==> src/rtl/cordic_pkg.sv <==
// Shared definitions for the vectoring CORDIC engine:
//   - Q2.14 word format constants and default iteration/guard sizes
//   - gain-compensation constant K = 1/1.64676 in Q2.14
//   - arctangent lookup for atan(2^-i) in Q2.14
//   - controller state encoding
package cordic_pkg;

   localparam int CORDIC_WIDTH = 16;
   localparam int CORDIC_FRAC  = 14;
   localparam int CORDIC_ITER  = 16;
   localparam int CORDIC_GUARD = 2;

   // 0.607253 in Q2.14
   localparam logic signed [15:0] K_GAIN = 16'sd9949;

   typedef enum logic [1:0] {
      S_IDLE,
      S_ITER,
      S_SCALE,
      S_DONE
   } state_e;

   // atan(2^-idx) in Q2.14; zero beyond the table
   function automatic logic signed [15:0] atan_rom(input int unsigned idx);
      case (idx)
         0:       atan_rom = 16'sd12868;
         1:       atan_rom = 16'sd7596;
         2:       atan_rom = 16'sd4014;
         3:       atan_rom = 16'sd2037;
         4:       atan_rom = 16'sd1023;
         5:       atan_rom = 16'sd512;
         6:       atan_rom = 16'sd256;
         7:       atan_rom = 16'sd128;
         8:       atan_rom = 16'sd64;
         9:       atan_rom = 16'sd32;
         10:      atan_rom = 16'sd16;
         11:      atan_rom = 16'sd8;
         12:      atan_rom = 16'sd4;
         13:      atan_rom = 16'sd2;
         14:      atan_rom = 16'sd1;
         default: atan_rom = 16'sd0;
      endcase
   endfunction

endpackage

==> src/rtl/cordic_vec_stage.sv <==
// One combinational vectoring micro-rotation.
// Ports:
//   x_i, y_i : current vector (IW-bit signed)
//   z_i      : accumulated angle (ZW-bit signed, Q2.14)
//   i_i      : iteration index (shift amount and atan table index)
//   x_o, y_o, z_o : rotated vector and updated angle
module cordic_vec_stage
   import cordic_pkg::*;
#(
   parameter int IW = 18,
   parameter int ZW = 18,
   parameter int CW = 4
) (
   input  logic signed [IW-1:0] x_i,
   input  logic signed [IW-1:0] y_i,
   input  logic signed [ZW-1:0] z_i,
   input  logic        [CW-1:0] i_i,
   output logic signed [IW-1:0] x_o,
   output logic signed [IW-1:0] y_o,
   output logic signed [ZW-1:0] z_o
);

   logic signed [IW-1:0] x_sh;
   logic signed [IW-1:0] y_sh;
   logic signed [ZW-1:0] ang;

   always_comb begin
      x_sh = x_i >>> i_i;
      y_sh = y_i >>> i_i;
      ang  = ZW'(atan_rom(32'(i_i)));
      // y negative: rotate counter-clockwise (d = +1), angle decreases
      if (y_i[IW-1]) begin
         x_o = x_i - y_sh;
         y_o = y_i + x_sh;
         z_o = z_i - ang;
      end else begin
         x_o = x_i + y_sh;
         y_o = y_i - x_sh;
         z_o = z_i + ang;
      end
   end

endmodule

==> src/rtl/cordic_vectoring.sv <==
// Iterative vectoring-mode CORDIC: rectangular (x, y) to polar (magnitude,
// angle), one micro-rotation per clock, Q2.14 in and out.
// Ports:
//   Clk, Rst      : clock, synchronous active-high reset
//   x_in, y_in    : input point, Q2.14, accepted when operands_val in IDLE
//   operands_val  : request strobe
//   ack           : consumer acknowledge of the held result
//   x_out         : gain-compensated magnitude, Q2.14
//   y_out         : residual y after the last rotation
//   theta_out     : atan2(y, x) in radians, Q2.14
//   out_valid     : result valid, held until ack
module cordic_vectoring
   import cordic_pkg::*;
#(
   parameter int WIDTH = CORDIC_WIDTH,
   parameter int ITER  = CORDIC_ITER,
   parameter int GUARD = CORDIC_GUARD
) (
   input  logic                    Clk,
   input  logic                    Rst,
   input  logic signed [WIDTH-1:0] x_in,
   input  logic signed [WIDTH-1:0] y_in,
   input  logic                    operands_val,
   input  logic                    ack,
   output logic signed [WIDTH-1:0] x_out,
   output logic signed [WIDTH-1:0] y_out,
   output logic signed [WIDTH-1:0] theta_out,
   output logic                    out_valid
);

   localparam int IW = WIDTH + GUARD;
   localparam int PW = IW + WIDTH;
   localparam int CW = (ITER > 1) ? $clog2(ITER) : 1;
   localparam logic [CW-1:0] LAST = CW'(ITER - 1);

   state_e state_q, state_d;

   logic signed [IW-1:0]    x_q, x_d, y_q, y_d, z_q, z_d;
   logic        [CW-1:0]    i_q, i_d;
   logic signed [WIDTH-1:0] x_out_q, x_out_d;
   logic signed [WIDTH-1:0] y_out_q, y_out_d;
   logic signed [WIDTH-1:0] theta_q, theta_d;
   logic                    valid_q, valid_d;

   logic signed [IW-1:0]    x_nx, y_nx, z_nx;
   logic signed [PW-1:0]    prod;

   cordic_vec_stage #(
      .IW (IW),
      .ZW (IW),
      .CW (CW)
   ) u_stage (
      .x_i (x_q),
      .y_i (y_q),
      .z_i (z_q),
      .i_i (i_q),
      .x_o (x_nx),
      .y_o (y_nx),
      .z_o (z_nx)
   );

   always_comb begin
      state_d = state_q;
      x_d     = x_q;
      y_d     = y_q;
      z_d     = z_q;
      i_d     = i_q;
      x_out_d = x_out_q;
      y_out_d = y_out_q;
      theta_d = theta_q;
      valid_d = valid_q;
      prod    = PW'(x_q) * PW'(K_GAIN);

      case (state_q)
         S_IDLE: begin
            if (operands_val) begin
               x_d     = IW'(x_in);
               y_d     = IW'(y_in);
               z_d     = '0;
               i_d     = '0;
               state_d = S_ITER;
            end
         end
         S_ITER: begin
            x_d = x_nx;
            y_d = y_nx;
            z_d = z_nx;
            if (i_q == LAST) begin
               i_d     = '0;
               state_d = S_SCALE;
            end else begin
               i_d = i_q + 1'b1;
            end
         end
         S_SCALE: begin
            x_out_d = WIDTH'(prod >>> CORDIC_FRAC);
            y_out_d = WIDTH'(y_q);
            theta_d = WIDTH'(z_q);
            valid_d = 1'b1;
            state_d = S_DONE;
         end
         S_DONE: begin
            // a request arriving with ack is dropped, not queued
            if (ack) begin
               valid_d = 1'b0;
               state_d = S_IDLE;
            end
         end
         default: state_d = S_IDLE;
      endcase
   end

   always_ff @(posedge Clk) begin
      if (Rst) begin
         state_q <= S_IDLE;
         x_q     <= '0;
         y_q     <= '0;
         z_q     <= '0;
         i_q     <= '0;
         x_out_q <= '0;
         y_out_q <= '0;
         theta_q <= '0;
         valid_q <= 1'b0;
      end else begin
         state_q <= state_d;
         x_q     <= x_d;
         y_q     <= y_d;
         z_q     <= z_d;
         i_q     <= i_d;
         x_out_q <= x_out_d;
         y_out_q <= y_out_d;
         theta_q <= theta_d;
         valid_q <= valid_d;
      end
   end

   assign x_out     = x_out_q;
   assign y_out     = y_out_q;
   assign theta_out = theta_q;
   assign out_valid = valid_q;

endmodule

==> config.mk <==
export PLATFORM = sky130hd
export DESIGN_NAME = cordic_vectoring
export DESIGN_NICKNAME = d
export VERILOG_FILES = /design/src/rtl/cordic_pkg.sv /design/src/rtl/cordic_vec_stage.sv /design/src/rtl/cordic_vectoring.sv
export SDC_FILE = /design/constraint.sdc
export NUM_CORES = 1
export LEC_CHECK = 0
export ABC_AREA = 1
export BUFFER_PORTS_ARGS = -buffer_cell sky130_fd_sc_hd__buf_2
export CAP_MARGIN = 20
export CELL_PAD_IN_SITES_DETAIL_PLACEMENT = 1
export CELL_PAD_IN_SITES_GLOBAL_PLACEMENT = 2
export CORE_ASPECT_RATIO = 1.4
export CORE_UTILIZATION = 39
export DETAILED_ROUTE_END_ITERATION = 8
export GPL_ROUTABILITY_DRIVEN = 0
export PLACE_DENSITY = 0.89
export SLEW_MARGIN = 25
export SYNTH_ARGS = -nofsm -noshare
export SYNTH_HDL_FRONTEND = slang
export SYNTH_SLANG_ARGS = --single-unit
==> constraint.sdc <==
create_clock -name Clk -period 11.7 [get_ports Clk]
set_clock_uncertainty 0.05 [all_clocks]
set_input_delay 0 -clock Clk [delete_from_list [all_inputs] [get_ports Clk]]
set_output_delay 0 -clock Clk [all_outputs]
set_load 0.01 [all_outputs]
=== Word level (Yosys, flattened, before mapping) ===
Memory sizes are Yosys's and may differ from the RTL's. A register that Yosys moved wholly into a read port is not among the register bits.
Index checks and enable logic that the tools add are counted.

* Flip-flop bits (word level): 109
* Bits in latches: 0
* Memory bits (writable): 0
* Memory bits (read-only): 224
* Bits of input ports: 36
* Output and inout port bits: 49
* Word-level logic and storage cells: 53
* Memories kept: 1

* $add $sub $neg: 7
* Multiply operators: 1
* Divide/modulo/power cells: 0
* Order comparisons: 0
* Equality and inequality tests: 7
* Shift operators: 2
* Muxes and demuxes: 20
* Bitwise gates (word level): 0
* Reduce and logical (&&, ||, !) cells: 6

{| class="wikitable"
|+ Memories
! name !! depth !! width !! rd ports !! clocked after Yosys merged registers in !! wr ports !! line !! source
|-
| (name not given) || 16 || 14 || 1 || 1 || 0 || cordic_pkg.sv:25 || <nowiki>case (idx)</nowiki>
|}

{| class="wikitable"
|+ Operators with widths
! operator !! count
|-
| two-way mux 18 bit || 6
|-
| case mux 18 bit (2 select lines) || 3
|-
| adder 18 bit || 2
|-
| >>> shifter 18 x 4 -> 18 bit || 2
|-
| subtractor 18 bit || 2
|-
| multiplier 18 x 15 -> 30 bit, second input constant || 1
|-
| adder 18 x 16 -> 18 bit || 1
|-
| subtractor 18 x 16 -> 18 bit || 1
|-
| two-way mux 4 bit || 4
|-
| case mux 2 bit (4 select lines) || 1
|-
| case mux 4 bit (2 select lines) || 1
|-
| two-way mux 2 bit || 3
|-
| != test 2 bit, second input constant || 3
|-
| adder 4 x 1 -> 4 bit, second input constant || 1
|-
| equality test 2 bit, second input constant || 2
|-
| equality test 4 bit, second input constant || 1
|-
| AND reduction 2 bit || 2
|-
| nonzero test 2 bit || 2
|-
| AND reduction 3 bit || 1
|-
| equality test 2 x 1 -> 1 bit, second input constant || 1
|-
| logical NOT 2 bit || 1
|-
| case mux 1 bit (2 select lines) || 1
|-
| two-way mux 1 bit || 1
|}

=== Depth between registers and ports, before layout ===
* Depth in word-level cells: 5
* Depth in mapped cells: 29
* Depth with buffers taken out: 27

=== Hierarchy ===
Synthesis repeated with hierarchy kept, for this count alone.

* Cells, all modules: 2282
* Area total of the unflattened synthesis: 15542.4 um2

{| class="wikitable"
|+ By module, submodules not included
! module !! instances !! cells an instance !! area an instance (um2)
|-
| cordic_vectoring || 1 || 1289 || 10090.9
|-
| cordic_vec_stage || 1 || 993 || 5451.5
|}

=== Worst setup path before layout ===
No wires, ideal clock.

* Path kind: register -> register
* Start: register x_q[17]
* End: register x_out_q[11] (netlist: x_out[11])
* Setup time: 115 ps
* Data arrival time: 4936 ps
* Path slack: 6598 ps
* Cell stages (with the launch flop): 21
* Buffers on the path: 0
* Period minus slack after synthesis: 5102 ps
* Cells stage by stage: dfxtp_1 > ha_1 > inv_1 > fa_1 > fa_1 > fa_1 > fa_1 > inv_1 > fa_1 > inv_1 > ha_1 > nand2_1 > inv_1 > nand3_1 > nor2_1 > nand3_1 > o211ai_1 > a21o_1 > xor2_1 > o21ai_0 > inv_1

* Longest elaborated chain between the ends: 1

{| class="wikitable"
|+ RTL lines
! element !! line !! source
|-
| from (decl) || cordic_vectoring.sv:38 || <nowiki>logic signed [IW-1:0] x_q, x_d, y_q, y_d, z_q, z_d;</nowiki>
|-
| from (signal assigned) || cordic_vectoring.sv:116 || <nowiki>x_q <= '0;</nowiki>
|-
| from (signal assigned) || cordic_vectoring.sv:126 || <nowiki>x_q <= x_d;</nowiki>
|-
| multiplier 18 x 15 -> 30 bit || cordic_vectoring.sv:72 || <nowiki>prod = PW'(x_q) * PW'(K_GAIN);</nowiki>
|-
| to (signal assigned) || cordic_vectoring.sv:130 || <nowiki>x_out_q <= x_out_d;</nowiki>
|-
| to (decl) || cordic_vectoring.sv:40 || <nowiki>logic signed [WIDTH-1:0] x_out_q, x_out_d;</nowiki>
|}

No other way between the ends.
A chain may end at the register's enable or synchronous reset.

=== Worst setup path in the final report ===
Same ends and word-level chain as after synthesis.

==> impl_results.md <==
* Status: complete, no violations
* Port Buffers at 84
* Period utilization at 49.8%
* Slew @ Worst Pin at 0.883 ns
* Die Height at 235 microns
* Worst Path Max Fanout at 13
* Share of the synthesized area in the top cell type at 16.0%
* GR Overflow Total at 0
* Min setup slack post-route at 5.87 ns
* Vias at 14,900
* Post-cts resize count at 0
* Setup CP Type: flop to flop
* TritonCTS clock tree: done
* Setup Fix Bufs, Post-CTS at 0
* Max incr delay on CP at 0.61 ns
* Sequential area share after synthesis at 16.0%
* Drt pass-1 iters at 5
* Synth top cells by count: 416 x nand2_1, 313 x inv_1, 204 x nand3_1
* Relative slew slack at 41.0%
* # IOs at 85
* Routed length per placed instance at 18.9 microns
* DIE AREA at 39,600 sq um
* Worst EP required at 11.99 ns
* Drc violations at 0
* Worst Path Arrival at 6.12 ns
* Syn avg cell area at 7.03 sq um
* Synth Area in Compound Gates at 14.9%
* Final min period at 5.83 ns
* Root buf cell: clkbuf_16
* Count leader, synth: nand2_1
* Gate Count Post-Synth at 2,150
* Core Area at 38,300 sq um
* Synthesis-stage register bit count at 121
* Setup_tns at 0 ns
* Unrepaired setup endpoints after global routing: false
* Yosys warns at 0
* Yosys top cell by area: dfxtp_1
* Die extent in x at 168 microns
* Simple-Gate Fraction of Synth Area at 24.4%
* Main combinational cell family by area after synthesis: adder cells
* # diodes at 0
* Initial drt markers at 719
* Max Cap Viol at 0
* Vias/cell at 5.46
* Starting Density at 39.5%
* Site row count at 85
* Adder-cell share of the synthesized area at 29.2%
* Fill cells at 4,993
* Final Util at 43.9%
* Post-synth ARST share at 0%
* Clock latency on the worst-skew pair at 0.45 ns
* Max Slew Vio Count at 0
* Worst setup EP type: flop
* Type of the worst min-delay path: input port to flop
* Number of H-tree levels at 4
* Total clock sinks at 121
* Routed WL at 51,500 microns
* Startpoint Class: flop
* Layout area overhead at 11.1%
* Largest net degree at the start of global routing at 65
* CP Cell Sequence: buf_4, ha_1, inv_1, fa_1, fa_1, fa_1, fa_1, inv_1, fa_1, inv_1, ha_1, nand2_1, inv_1, nand3_1, nor2_1, nand3_1, o211ai_1, a21o_1, xor2_1, o21ai_0, inv_1
* Fin. Hold Viols at 0
* Routed Antenna Nets at 0
* WP buf/inv at 6
* Clk slew on worst S/H paths at 0.06 ns
* Syn Nets at 2,476
* Post-synth top flop: dfxtp_1
* Setup WS pre-CTS at 5.89 ns
* Share of post-route cells with drive strength above 1 at 7.81%
* Slowest cell on crit path: dfxtp_1
* Achievable frequency at 172 MHz
* Critical path's top delay family: adder cells
* Setup violators final at 0
* XOR/XNOR Fraction of Synth Area at 5.15%
* Number of global-route vias before repair at 15,800
* Overall routing resource usage at 26.5%
* CTS buffer count at 17
* CTS Buffer Depth at 2
* Initial antenna violation count at 0
* Post-synthesis mux area share at 0%
* EDFF count, synth at 0
* Synth cell types at 53
* Nets at 2,555
* Top post-synthesis cells by area: dfxtp_1 16%, ha_1 15%, fa_1 14%
* First-pass GRT wire length at 82,900 microns
* Post-DP HPWL at 40,700 microns
* Synth Cell Area at 15,100 sq um
## worst register-to-register path: stages, from the launching register on
cell and delay (ns):
dfxtp_1 0.61, buf_4 0.33, ha_1 0.30, inv_1 0.14, fa_1 0.44, fa_1 0.51, fa_1 0.50, fa_1 0.49
inv_1 0.05, fa_1 0.47, inv_1 0.04, ha_1 0.36, nand2_1 0.09, inv_1 0.08, nand3_1 0.09, nor2_1 0.14
nand3_1 0.09, o211ai_1 0.46, a21o_1 0.20, xor2_1 0.06, o21ai_0 0.18, inv_1 0.05
## final cells by class
| type | instances | area, sq um | area share (%) |
|---|---|---|---|
| clock inverter | 15 | 135 | 0.804 |
| sequential | 121 | 2420 | 14.4 |
| inverter | 320 | 1210 | 7.19 |
| timing repair buffer | 133 | 871 | 5.18 |
| tap | 478 | 598 | 3.56 |
| multi-input combinational | 1636 | 11100 | 66.3 |
| clock buffer | 17 | 425 | 2.53 |
## state kept, by name, indices dropped and copies added, names as in the netlist
name / cells
i_q: 4
out_valid: 1
state_q: 2
theta_out: 16
u_stage.ang: 14
x_out: 16
x_q: 18
y_out: 16
y_q: 18
z_q: 16
## placed cells by master (no fill, tap or decap), types with 6 or more instances in the layout
| cell | count |
|---|---|
| nand2_1 | 416 |
| inv_1 | 313 |
| nand3_1 | 204 |
| ha_1 | 185 |
| nor2_1 | 164 |
| a21oi_1 | 156 |
| o21ai_0 | 139 |
| dfxtp_1 | 121 |
| fa_1 | 104 |
| buf_2 | 84 |
| xor2_1 | 57 |
| dlygate4sd3_1 | 33 |
| xnor2_1 | 32 |
| o211ai_1 | 17 |
| clkbuf_16 | 17 |
| buf_4 | 16 |
| o22ai_1 | 15 |
| o21bai_1 | 14 |
| nor3_1 | 13 |
| nand4_1 | 12 |
| a31oi_1 | 11 |
| a21o_1 | 10 |
| nand2_2 | 10 |
| nand3_2 | 8 |
| o31ai_1 | 7 |
| nor2_4 | 6 |
| o21ai_1 | 6 |
| or2_2 | 6 |
| a211oi_1 | 6 |
## path summary, 6_finish.rpt
path	cells after the start	start	end	slack, ns
max	21	x_q[17]	x_out[11]	5.87
min	5	operands_val	state_q[1]	0.13
max reg2reg	21	x_q[17]	x_out[11]	5.87
min reg2reg	2	z_q[15]	z_q[15]	0.42
## stage by stage
step,hold slack (ns),instance area [sq um],std cells
detailed placement,0.226,15900,2655
global route,0.170,16800,2720
global placement,0.220,15900,2655
CTS,0.112,16800,2720
finish,0.129,16800,2720
floorplan,0.111,15100,2150
## repair_timing
action,CTS,global route
endpoints found under the setup margin,0,0
hold buffers,33,0
endpoints found under the hold margin,34,0
## metal layers
metal	global-route usage, %	wire length, microns	share of wire [%]
met1	30.3	21300	41
met2	49.8	27200	53
met3	2.68	1180	2.3
met4	10.6	1790	3.5
met5	0	0	0
## logic make-up (layout without fill, tap and decap cells)
family / Yosys count / in the layout
fa+ha+maj: 290 / 290
flops: 121 / 121
simple gates: 854 / 854
buf+inv: 393 / 485
xor+xnor: 89 / 89
compound gates: 403 / 403
Power is not shown: default switching activity piles up to over one toggle a cycle in this logic, so the estimate is an artifact.
